--- config.mk ---
export PLATFORM = sky130hd
export DESIGN_NAME = alu_issue_stage
export DESIGN_NICKNAME = d
export VERILOG_FILES = /design/src/rtl/alu_issue_stage.sv
export SDC_FILE = /design/constraint.sdc
export NUM_CORES = 1
export LEC_CHECK = 0
export CAP_MARGIN = 10
export CORE_ASPECT_RATIO = 0.75
export CORE_MARGIN = 10
export CORE_UTILIZATION = 50
export CTS_BUF_LIST = sky130_fd_sc_hd__clkbuf_8
export DETAILED_ROUTE_END_ITERATION = 12
export GPL_TIMING_DRIVEN = 0
export HOLD_SLACK_MARGIN = 0.12
export PLACE_DENSITY_LB_ADDON = 0.05
export SETUP_SLACK_MARGIN = 0.5
export SKIP_LAST_GASP = 1
export SYNTH_ARGS = -nofsm -noshare
export SYNTH_HDL_FRONTEND = slang
export SYNTH_SLANG_ARGS = --single-unit
--- constraint.sdc ---
create_clock -name clock -period 4.01 [get_ports clock]
set_input_delay 0.6015 -clock clock [delete_from_list [all_inputs] [get_ports clock]]
set_output_delay 0.6015 -clock clock [all_outputs]
set_load 0.02 [all_outputs]
--- src/rtl/alu_issue_stage.sv ---
// alu_issue_stage: RV32I decode/issue stage that builds the ALU input bundle
// (ALU_Control, operand_A, operand_B, branch_op) and hands it to execute over
// a registered valid/ready interface. A two-entry skid buffer sustains one
// instruction per cycle under backpressure. in_ready is registered so there is
// no combinational path from out_ready back to in_ready.
//
// Optional build macro: ALU_ISSUE_ILLEGAL_TRAP_EN adds the `illegal` output.
// It is raised alongside the bundle for unsupported opcodes, R-type with a
// bad funct7 and branch funct3 010/011. Those cases issue as add 0,0 in both
// builds.
//
// state   | meaning
// --------+------------------------------------------------
// S_EMPTY | nothing held, out_valid=0
// S_ONE   | output register full, skid register empty
// S_TWO   | output and skid registers full, in_ready=0

module alu_issue_stage #(
  parameter int XLEN        = 32,
  parameter int LINK_OFFSET = 4
) (
  input  logic            clock,
  input  logic            reset_n,
  input  logic            in_valid,
  output logic            in_ready,
  input  logic [XLEN-1:0] instruction,
  input  logic [XLEN-1:0] pc,
  input  logic [XLEN-1:0] rs1_data,
  input  logic [XLEN-1:0] rs2_data,
  output logic            out_valid,
  input  logic            out_ready,
  output logic [5:0]      ALU_Control,
  output logic [XLEN-1:0] operand_A,
  output logic [XLEN-1:0] operand_B,
  output logic            branch_op
`ifdef ALU_ISSUE_ILLEGAL_TRAP_EN
  ,
  output logic            illegal
`endif
);

  localparam logic [6:0] OP_R      = 7'b0110011;
  localparam logic [6:0] OP_I      = 7'b0010011;
  localparam logic [6:0] OP_BRANCH = 7'b1100011;
  localparam logic [6:0] OP_JAL    = 7'b1101111;
  localparam logic [6:0] OP_JALR   = 7'b1100111;
  localparam logic [6:0] OP_LOAD   = 7'b0000011;
  localparam logic [6:0] OP_STORE  = 7'b0100011;
  localparam logic [6:0] OP_LUI    = 7'b0110111;
  localparam logic [6:0] OP_AUIPC  = 7'b0010111;
  localparam logic [6:0] OP_FENCE  = 7'b0001111;
  localparam logic [6:0] OP_SYSTEM = 7'b1110011;

  typedef struct packed {
    logic [5:0]      ctrl;
    logic [XLEN-1:0] a;
    logic [XLEN-1:0] b;
    logic            br;
`ifdef ALU_ISSUE_ILLEGAL_TRAP_EN
    logic            ill;
`endif
  } bundle_t;

  typedef enum logic [1:0] {
    S_EMPTY = 2'd0,
    S_ONE   = 2'd1,
    S_TWO   = 2'd2
  } state_t;

  state_t  state_q, state_d;
  bundle_t out_q, out_d;
  bundle_t skid_q, skid_d;
  logic    in_ready_q, in_ready_d;
  bundle_t dec;
  logic    accept;
  logic    fire;

  logic [6:0]      opcode;
  logic [2:0]      funct3;
  logic [6:0]      funct7;
  logic [XLEN-1:0] imm_i;
  logic [XLEN-1:0] imm_s;
  logic [XLEN-1:0] imm_j;
  logic [XLEN-1:0] imm_u;
  logic [XLEN-1:0] shamt;
  logic [XLEN-1:0] link_addr;
  logic [XLEN-1:0] jalr_target;

  assign opcode = instruction[6:0];
  assign funct3 = instruction[14:12];
  assign funct7 = instruction[31:25];

  assign imm_i = {{(XLEN-12){instruction[31]}}, instruction[31:20]};
  assign imm_s = {{(XLEN-12){instruction[31]}}, instruction[31:25], instruction[11:7]};
  assign imm_j = {{(XLEN-20){instruction[31]}}, instruction[19:12], instruction[20],
                  instruction[30:21], 1'b0};
  assign imm_u = {instruction[31:12], 12'b0};
  assign shamt = {{(XLEN-5){1'b0}}, instruction[24:20]};

  // Link value and jalr target wrap modulo 2^XLEN; jalr target has bit 0 cleared.
  assign link_addr   = pc + XLEN'(LINK_OFFSET);
  assign jalr_target = (rs1_data + imm_i) & ~XLEN'(1);

  assign accept   = in_valid && in_ready_q;
  assign fire     = out_valid && out_ready;
  assign in_ready = in_ready_q;

  // Decode the incoming instruction into an ALU bundle; anything not decoded stays add 0,0.
  always_comb begin
    dec = '0;
    case (opcode)
      OP_R: begin
        if (funct7 == 7'b0000000 || funct7 == 7'b0100000) begin
          dec.ctrl = {2'b00, instruction[30], funct3};
          dec.a    = rs1_data;
          dec.b    = rs2_data;
        end
`ifdef ALU_ISSUE_ILLEGAL_TRAP_EN
        else begin
          dec.ill = 1'b1;
        end
`endif
      end
      OP_I: begin
        dec.ctrl = {2'b00, (funct3 == 3'b101) ? instruction[30] : 1'b0, funct3};
        dec.a    = rs1_data;
        dec.b    = (funct3 == 3'b001 || funct3 == 3'b101) ? shamt : imm_i;
      end
      OP_BRANCH: begin
        if (funct3 != 3'b010 && funct3 != 3'b011) begin
          dec.ctrl = {3'b010, funct3};
          dec.a    = rs1_data;
          dec.b    = rs2_data;
          dec.br   = 1'b1;
        end
`ifdef ALU_ISSUE_ILLEGAL_TRAP_EN
        else begin
          dec.ill = 1'b1;
        end
`endif
      end
      OP_JAL: begin
        dec.ctrl = 6'b011111;
        dec.a    = link_addr;
        dec.b    = imm_j;
        dec.br   = 1'b1;
      end
      OP_JALR: begin
        dec.ctrl = 6'b111111;
        dec.a    = link_addr;
        dec.b    = jalr_target;
        dec.br   = 1'b1;
      end
      OP_LOAD: begin
        dec.a = rs1_data;
        dec.b = imm_i;
      end
      OP_STORE: begin
        dec.a = rs1_data;
        dec.b = imm_s;
      end
      OP_LUI: begin
        dec.b = imm_u;
      end
      OP_AUIPC: begin
        dec.a = pc;
        dec.b = imm_u;
      end
      OP_FENCE, OP_SYSTEM: begin
        dec = '0;
      end
      default: begin
`ifdef ALU_ISSUE_ILLEGAL_TRAP_EN
        dec.ill = 1'b1;
`endif
      end
    endcase
  end

  // Skid FSM state register; reset discards both entries immediately.
  always_ff @(posedge clock or negedge reset_n) begin
    if (!reset_n) begin
      state_q <= S_EMPTY;
    end else begin
      state_q <= state_d;
    end
  end

  // Skid FSM next state from accept/fire.
  always_comb begin
    state_d = state_q;
    case (state_q)
      S_EMPTY: if (accept) state_d = S_ONE;
      S_ONE: begin
        if (accept && !fire)      state_d = S_TWO;
        else if (!accept && fire) state_d = S_EMPTY;
      end
      S_TWO: if (fire) state_d = S_ONE;
      default: state_d = S_EMPTY;
    endcase
  end

  // Skid FSM outputs: valid flag, register loads and the registered ready.
  always_comb begin
    out_valid  = (state_q != S_EMPTY);
    out_d      = out_q;
    skid_d     = skid_q;
    in_ready_d = (state_d != S_TWO);
    case (state_q)
      S_EMPTY: if (accept) out_d = dec;
      S_ONE: begin
        if (accept && fire) out_d  = dec;
        else if (accept)    skid_d = dec;
      end
      S_TWO: if (fire) out_d = skid_q;
      default: ;
    endcase
  end

  // Output, skid and ready registers. in_ready comes up one cycle after reset release.
  always_ff @(posedge clock or negedge reset_n) begin
    if (!reset_n) begin
      out_q      <= '0;
      skid_q     <= '0;
      in_ready_q <= 1'b0;
    end else begin
      out_q      <= out_d;
      skid_q     <= skid_d;
      in_ready_q <= in_ready_d;
    end
  end

  assign ALU_Control = out_q.ctrl;
  assign operand_A   = out_q.a;
  assign operand_B   = out_q.b;
  assign branch_op   = out_q.br;
`ifdef ALU_ISSUE_ILLEGAL_TRAP_EN
  assign illegal     = out_q.ill;
`endif

endmodule

==> Yosys cells after proc, flatten, opt, wreduce, memory -nomap -nowiden <==
Cells that the tools add are included.
{ "word_totals": {"inputBits": 132, "elab_cells": 69, "regBits": 145} }
{ "op_classes": {"n_eq_ne": 20, "bitwise": 1, "reduce_logical": 19, "muxes": 17, "addsub": 2} }
{ "ops": {"columns": ["operator", "n"], "rows": [
  ["case mux 32 bit (8 select lines)", 1],
  ["2-to-1 mux 71 bit", 3],
  ["case mux 71 bit (3 select lines)", 1],
  ["case mux 32 bit (5 select lines)", 1],
  ["2-to-1 mux 70 bit", 1],
  ["2-to-1 mux 68 bit", 1],
  ["adder 32 x 3 -> 32 bit, second input constant", 1],
  ["adder 32 bit", 1],
  ["2-to-1 mux 32 bit", 1],
  ["case mux 6 bit (5 select lines)", 1],
  ["equality test 7 x 6 -> 1 bit, second input constant", 4],
  ["equality test 7 bit, second input constant", 3],
  ["equality test 7 x 5 -> 1 bit, second input constant", 2],
  ["2-to-1 mux 2 bit", 4],
  ["inequality test 2 bit, second input constant", 4],
  ["equality test 7 x 2 -> 1 bit, second input constant", 1],
  ["logical NOT 7 bit", 1],
  ["logical AND 1 bit", 6],
  ["inequality test 3 x 2 -> 1 bit, second input constant", 2],
  ["case mux 2 bit (3 select lines)", 1],
  ["AND reduction 4 bit", 1],
  ["OR reduction 2 bit", 2],
  ["equality test 3 x 1 -> 1 bit, second input constant", 1],
  ["equality test 3 bit, second input constant", 1],
  ["other kinds (12)", 14]
]} }

==> Longest topological paths before layout <==
Gate-level depths: netlist of the first run.
{ "depth": {"depth_word": 7, "ltp_mapped": 11} }

==> Least setup slack after synthesis of the first run <==
Ideal clock, no wire load.
{ "synth_timing": {"kind": "input port to flip-flop", "startpoint": "input port instruction[20]", "endpoint": "register out_q, in the netlist operand_B[30]", "path_stages": 11, "required_time_ns": 3.885, "path_buffers": 0, "arrival_time_ns": 2.990, "path_slack_ns": 0.895, "path_cell_list": "and2_1 > fa_1 > a21o_1 > a311o_1 > a2111oi_4 > o311ai_1 > a41oi_2 > o21ai_1 > xnor2_1 > nor3b_2 > o21ai_1"} }
{ "synth_between": {"elab_chain_len": 4, "word_cells_on_any_way": 5, "classes_between": "1 x add/sub; 4 x mux"} }
{ "synth_rtl": {"columns": ["item", "line", "text"], "rows": [
  ["start, declared", "26", "input logic [XLEN-1:0] instruction,"],
  ["adder 32 bit (*)", "102", "assign jalr_target = (rs1_data + imm_i) & ~XLEN'(1);"],
  ["case mux 32 bit (8 select lines) (*)", "111", "case (opcode)"],
  ["2-to-1 mux 71 bit, on equally long branches", "212, 210", null],
  ["case mux 71 bit (3 select lines) (*)", "209", "case (state_q)"],
  ["end signal, assigned", "227", "out_q <= out_d;"],
  ["end, declared", "71", "bundle_t out_q, out_d;"]
]} }
Mark *: on every way between the ends. The rest lies on a longest branch, timed or not. The select of a mux whose other input is x is not followed.
A chain may end at the register's enable or synchronous reset.

==> Final worst setup path of the first run <==
{ "layout_timing": {"startpoint": "input port out_ready", "endpoint": "register skid_q[32] (netlist bit)"} }
{ "layout_between": {"elab_chain_len": 4} }
{ "layout_rtl": {"columns": ["item", "line", "text"], "rows": [
  ["start, declared", "31", "input logic out_ready,"],
  ["logical AND 1 bit", "105", "assign fire = out_valid && out_ready;"],
  ["logical AND 1 bit", "212", "if (accept && fire) out_d = dec;"],
  ["NOT 1 bit (no line)", null, null],
  ["AND reduction 3 bit (no line)", null, null],
  ["end signal, assigned", "228", "skid_q <= skid_d;"],
  ["end, declared", "72", "bundle_t skid_q, skid_d;"]
]} }
Every way passes these cells.

==> results.cfg, run 1 <==
[status]
status = complete, no violations

[sta]
fmax_mhz = 286
fin_worst_skew_ns = 0.0144
hold_violations = 0
relSlewSlack_pct = 28.5
finalSetupViolCount = 0
period_share_pct = 87.1
tightest_slew_ns = 1.06
timing.setup.tns_ns = 0
finalCriticalPeriod_ns = 3.49
slew_viol_final = 0
rsz0062_at_grt = yes

[synthesis]
synth_edf_count = 0
synthFlopType = dfrtp_1
yosysWarnings = 0
syn-instance-count = 1155
yosysUniqueCellTypes = 66
yosysTopAreaCellShare_pct = 38.7
ys_seq_elements = 145
ys_seq_area_share_pct = 38.7
synthTopCellsByArea = dfrtp_1 39%, nand2_1 7.6%, o21ai_0 7.4%
ys_async_sr_fraction_pct = 100
syn_nets = 1319
syn_area_sq_um = 9390
synth_top_area_cell = dfrtp_1
syn_avg_cell_area_sq_um = 8.13

[worst_hold_path]
hold_path_class = input pin to asynchronous set/reset pin

[pwr]
ir_drop_mv = 0.325
power_density_nw_per_um2 = 486
p_leak_nw = 5.49

[global_route]
grt_overflow_total = 0
grt_pass1_vias = 9671
antenna_found_initial = 0
grt_first_pass_wirelength_mm = 59.7
grt_max_degree = 78
track_usage_pct = 31.5

[worst_setup_path]
cp_data_required_time_ns = 4.42
critPathLaunchType = input pin
critPathMaxStageDelay_ns = 0.86
r2r_setup_slack_ns = 0.55
path_cells = clkdlybuf4s50_1 > nor4_1 > clkbuf_1 > clkbuf_1 > o21ai_0 > nand2_1
crit_type = input pin to flip-flop
cpMostUsedCell = clkbuf_1
worstPathMaxFanout = 10
worstSetupEndpointType = flip-flop
crit_slowest_cell = clkbuf_1
cp_data_arrival_time_ns = 3.90

[routing]
wl_mm = 40.2
drt-initial-drc-count = 1762
drt-vias-per-instance = 6.43
antenna_left = 0
wl_per_cell_um = 24.5
drc_errors = 0
vias = 10600
dr.pass1.iters = 7

[placed_design]
place_hpwl_mm = 30.9
place_inst = 1607
numPortBuffers = 204
gp_congestion = 1.05

[clock_network]
clkLatencyLatePin_ns = 0.48
cts_hold_buf = 0
cts.clk_slew.worst_paths_ns = 0.10
cts_tree = done
cts-root-buf = clkbuf_8
cts.path.max_buffers = 2
htree_levels = 4
numCtsBuffers = 17
cts_sinks = 145

[job]
maxCapViolations = 0

[die]
coreArea_sq_um = 18500
die_x_um = 178
ios = 205
rows = 43
dieArea_sq_um = 24700
die_y_um = 139
start_util_pct = 50.9

[final_layout]
fillers = 1645
final_cell_mix = 199 x clkdlybuf4s50_1, 189 x nand2_1, 145 x dfrtp_1, 138 x o21ai_0, 108 x nor2_1
stdcell_count = 1641
drive_gt1_share_pct = 5.24
syn_to_final_growth_pct = 30.1
final_nets = 1545
final_common_cell = clkdlybuf4s50_1
repair_timing:
item	4_1_cts	5_1_grt
setup buffers	1	1
gates resized for setup	6	11
hold endpoints to repair	0	0
pin swaps	2	4
setup endpoints to repair	88	15
layout make-up:
| type | instances | area [sq um] | share of cell area [%] |
|---|---|---|---|
| Antenna cell | 1 | 2.50 | 0.0205 |
| Clock inverter | 14 | 146 | 1.20 |
| Inverter | 11 | 41.3 | 0.338 |
| Tap cell | 247 | 309 | 2.53 |
| Clock buffer | 17 | 234 | 1.92 |
| Timing Repair Buffer | 207 | 2080 | 17.1 |
| Buffer | 77 | 305 | 2.50 |
| Sequential cell | 145 | 3630 | 29.7 |
| Multi-Input combinational cell | 922 | 5460 | 44.7 |
metrics by stage:
| step | instance area [sq um] | util (%) | worst slack, ns | total power [mW] | hold WS (ns) |
|---|---|---|---|---|---|
| global route | 12200 | 66.1 | 0.371 | 6.20 | 0.195 |
| finish | 12200 | 66.2 | 0.516 | 5.93 | 0.167 |
| CTS | 12200 | 65.9 | 0.560 | 5.89 | 0.186 |
| detailed placement | 11800 | 63.8 | -0.583 | 4.70 | 0.462 |
| global placement | 11700 | 63.6 | -3.66 | 4.66 | 0.452 |
| floorplan | 9390 | - | 0.895 | 3.40 | 0.306 |
final timing paths:
| check | startpoint | end | cells after the start |
|---|---|---|---|
| worst max-delay path | out_ready | skid_q[32]$_DFFE_PN0P_ | 6 |
| worst min-delay path | reset_n | operand_B[21]$_DFFE_PN0P_ | 1 |
| worst max register to register | state_q[1]$_DFF_PN0_ | skid_q[32]$_DFFE_PN0P_ | 6 |
| worst min register to register | skid_q[9]$_DFFE_PN0P_ | skid_q[9]$_DFFE_PN0P_ | 2 |
| max in group asynchronous | reset_n | skid_q[47]$_DFFE_PN0P_ | 2 |
| min in group clock | skid_q[9]$_DFFE_PN0P_ | skid_q[9]$_DFFE_PN0P_ | 2 |
synth_stat cells (6+ instances only):
| cell type | count |
|---|---|
| nor3_1 | 15 |
| nand4_1 | 11 |
| a21oi_1 | 107 |
| nor4_1 | 6 |
| xnor2_1 | 20 |
| a21o_1 | 49 |
| a211oi_1 | 21 |
| nor2b_1 | 9 |
| a31o_2 | 6 |
| a31oi_1 | 21 |
| dfrtp_1 | 145 |
| nor2_1 | 108 |
| nand2_1 | 189 |
| o21ai_0 | 138 |
| a221oi_1 | 13 |
| a221o_1 | 17 |
| a222oi_1 | 12 |
| inv_1 | 11 |
| xor2_1 | 10 |
| or3_1 | 9 |
| nand3_1 | 20 |
| clkbuf_1 | 66 |
| and3_1 | 17 |
| mux2i_1 | 12 |
| ha_1 | 31 |
metal layers:
| layer | vias up | track usage (%) | share of wire (%) |
|---|---|---|---|
| met4 | 0 | 12.3 | 4.6 |
| met2 | 739 | 44.5 | 42 |
| met1 | 5012 | 44.6 | 41 |
| met3 | 121 | 8.41 | 13 |
| met5 | - | 0 | 0 |
| li1 | 4683 | - | - |
logic make-up (layout without fill, tap and decap cells):
logic type	Yosys count	count (layout)	share of synthesized area, %
AO/OA/AOI/OAI	436	436	29.7
XOR/XNOR	30	30	2.80
other	0	1	0
buffers and inverters	88	326	3.68
AND/OR/NAND/NOR	408	408	19.1
adder cells (fa/ha/maj)	32	32	4.34
flip-flops	145	145	38.7
multiplexers	16	16	1.76
power breakdown:
| part | leakage, nW | internal [mW] | switching [mW] |
|---|---|---|---|
| clock | 0.188 | 0.511 | 0.684 |
| combinational | 3.40 | 1.08 | 1.57 |
| sequential | 1.90 | 1.86 | 0.225 |
critical path, delay by kind of cell:
family                 cells  cell delay [ns]
buffers and inverters      3             2.12
AND/OR/NAND/NOR            2             0.91
AO/OA/AOI/OAI              1             0.24
registers in the layout (all words and copies together), names as in the netlist:
| name | count |
|---|---|
| skid_q | 71 |
| operand_A | 32 |
| operand_B | 32 |
| ALU_Control | 6 |
| state_q | 2 |
| branch_op | 1 |
| in_ready | 1 |
(Power assumes the default switching activity.)
==> run 2, diff against run 1 <==
--- a/config.mk
+++ b/config.mk
@@ -8,7 +8,7 @@
 export CAP_MARGIN = 10
 export CORE_ASPECT_RATIO = 0.75
 export CORE_MARGIN = 10
-export CORE_UTILIZATION = 50
+export CORE_UTILIZATION = 33
 export CTS_BUF_LIST = sky130_fd_sc_hd__clkbuf_8
 export DETAILED_ROUTE_END_ITERATION = 12
 export GPL_TIMING_DRIVEN = 0
==> results.cfg, run 2 (synthesized netlist as in run 1, its figures left out) <==
[routing]
wl_mm = 44.5
wl_per_cell_um = 25.0
antenna_left = 0
vias = 10100
dr.pass1.iters = 6
drc_errors = 0
drt-vias-per-instance = 5.66
drt-initial-drc-count = 1348

[job]
maxCapViolations = 0

[sta]
fmax_mhz = 290
rsz0062_at_grt = yes
setup_ws_ns = 0.564
finalCriticalPeriod_ns = 3.45
slew_viol_final = 0
relSlewSlack_pct = 28.3
hold_violations = 0
finalSetupViolCount = 0
period_share_pct = 85.9
timing.setup.tns_ns = 0
fin_worst_skew_ns = 0.0195
tightest_slew_ns = 1.06

[worst_setup_path]
path_cells = clkdlybuf4s50_1 > nand2_1 > nor4_1 > dlygate4sd1_1 > clkbuf_1 > a31oi_1
worstPathMaxFanout = 10
critPathLaunchType = input pin
crit_slowest_cell = dlygate4sd1_1
startpoint = in_valid
cp_data_required_time_ns = 4.33
reg2reg_from = state_q[1]$_DFF_PN0_
cp_data_arrival_time_ns = 3.77
worstSetupEndpointType = flip-flop
crit_type = input pin to flip-flop
critPathMaxStageDelay_ns = 0.86

[global_route]
grt_overflow_total = 0
antenna_found_initial = 0
track_usage_pct = 24.3
grt_pass1_vias = 9622
grt_max_degree = 96
grt_first_pass_wirelength_mm = 65.3

[final_layout]
final_common_cell = clkdlybuf4s50_1
fillers = 2913
largest_register_ffs = 71
top_register = skid_q
syn_to_final_growth_pct = 33.2
final_cell_mix = 197 x clkdlybuf4s50_1, 189 x nand2_1, 145 x dfrtp_1, 137 x o21ai_0, 108 x nor2_1
drive_gt1_share_pct = 6.58
fin_util_pct = 44.6
final_nets = 1550
stdcell_count = 1784

[die]
ios = 205
die_x_um = 215
coreArea_sq_um = 28100
start_util_pct = 33.5
rows = 53
dieArea_sq_um = 35700
die_y_um = 166

[clock_network]
numCtsBuffers = 17
cts-root-buf = clkbuf_8
cts_tree = done
cts_sinks = 145
cts.clk_slew.worst_paths_ns = 0.09
clkLatencyLatePin_ns = 0.49
cts.path.max_buffers = 2
htree_levels = 4

[worst_hold_path]
hold_path_class = flip-flop to flip-flop
min_from = skid_q[57]$_DFFE_PN0P_

[placed_design]
numPortBuffers = 204
dp_slack_ns = -0.905
gp_congestion = 0.928
place_hpwl_mm = 34.6
place_inst = 1746

[pwr]
ir_drop_mv = 0.243
power_density_nw_per_um2 = 480
p_leak_nw = 5.60

[status]
status = complete, no violations
[run 2: cell types whose count changed in the layout (fill, tap and decap cells not counted), moves of 2 or more]
cell             delta
clkinv_4            +3
inv_8               -3
clkbuf_1            -9
clkinv_2            +2
clkbuf_2            +8
dlymetal6s2s_1      +3
a21oi_2             +2
a211oi_1            -2
clkdlybuf4s50_1     -2
clkinvlp_4          -2
a211oi_2            +2
buf_4               +3
[run 2: stage by stage]
step | power [mW] | cell area, sq um | hold WS, ns
after floorplan | 3.40 | 9390 | 0.306
after global placement | 4.75 | 11900 | 0.455
after detailed placement | 4.76 | 11900 | 0.458
after CTS | 6.00 | 12400 | 0.478
after global routing | 6.31 | 12500 | 0.496
final | 6.00 | 12500 | 0.480
[run 2: worst paths after layout]
path / end / slack [ns] / cells past startpoint
setup / recovery: skid_q[26]$_DFFE_PN0P_ / 0.56 / 6
hold / removal: skid_q[57]$_DFFE_PN0P_ / 0.48 / 2
setup reg to reg: skid_q[26]$_DFFE_PN0P_ / 0.62 / 5
hold reg to reg: skid_q[57]$_DFFE_PN0P_ / 0.48 / 2
max in group asynchronous: operand_A[10]$_DFFE_PN0P_ / 2.54 / 3
min in group asynchronous: operand_B[1]$_DFFE_PN0P_ / 0.60 / 2
[run 2: area by class of cell]
cell class / instances / area [sq um] / share of cell area [%]
multi-input cells: 922 / 5500 / 44.0
flip-flops and latches: 145 / 3630 / 29.0
repair buffers: 212 / 2140 / 17.1
well taps: 385 / 482 / 3.85
plain buffers: 77 / 320 / 2.56
clock buffers: 17 / 234 / 1.87
clock inverters: 14 / 155 / 1.24
inverters: 11 / 41.3 / 0.330
diodes: 1 / 2.50 / 0.0200
[run 2: where the power goes]
part	leakage [nW]	switching (mW)	total [mW]	internal (mW)
clock	0.199	0.687	1.25	0.560
sequential	1.90	0.223	2.08	1.86
combinational	3.49	1.58	2.67	1.08
[run 2: critical path, delay by kind of cell]
family                 cells  cell delay [ns]
AND/OR/NAND/NOR            2             0.88
AO/OA/AOI/OAI              1             0.18
buffers and inverters      3             2.09
[run 2: metal layers]
| metal | vias to the layer above | track usage, % | part of all wire, % |
|---|---|---|---|
| met4 | 0 | 4.58 | 1.2 |
| met2 | 412 | 37.2 | 44 |
| met1 | 4954 | 34.4 | 46 |
| met5 | - | 0 | 0 |
| met3 | 38 | 5.37 | 8.1 |
| li1 | 4693 | - | - |
[run 2: timing repair]
item | CTS | global route
setup buffers | 0 | 5
endpoints found under the setup margin | 122 | 60
resized for setup | 9 | 41
hold buffers | 1 | 0
hold endpoints to repair | 50 | 0
pin swaps | 2 | 6
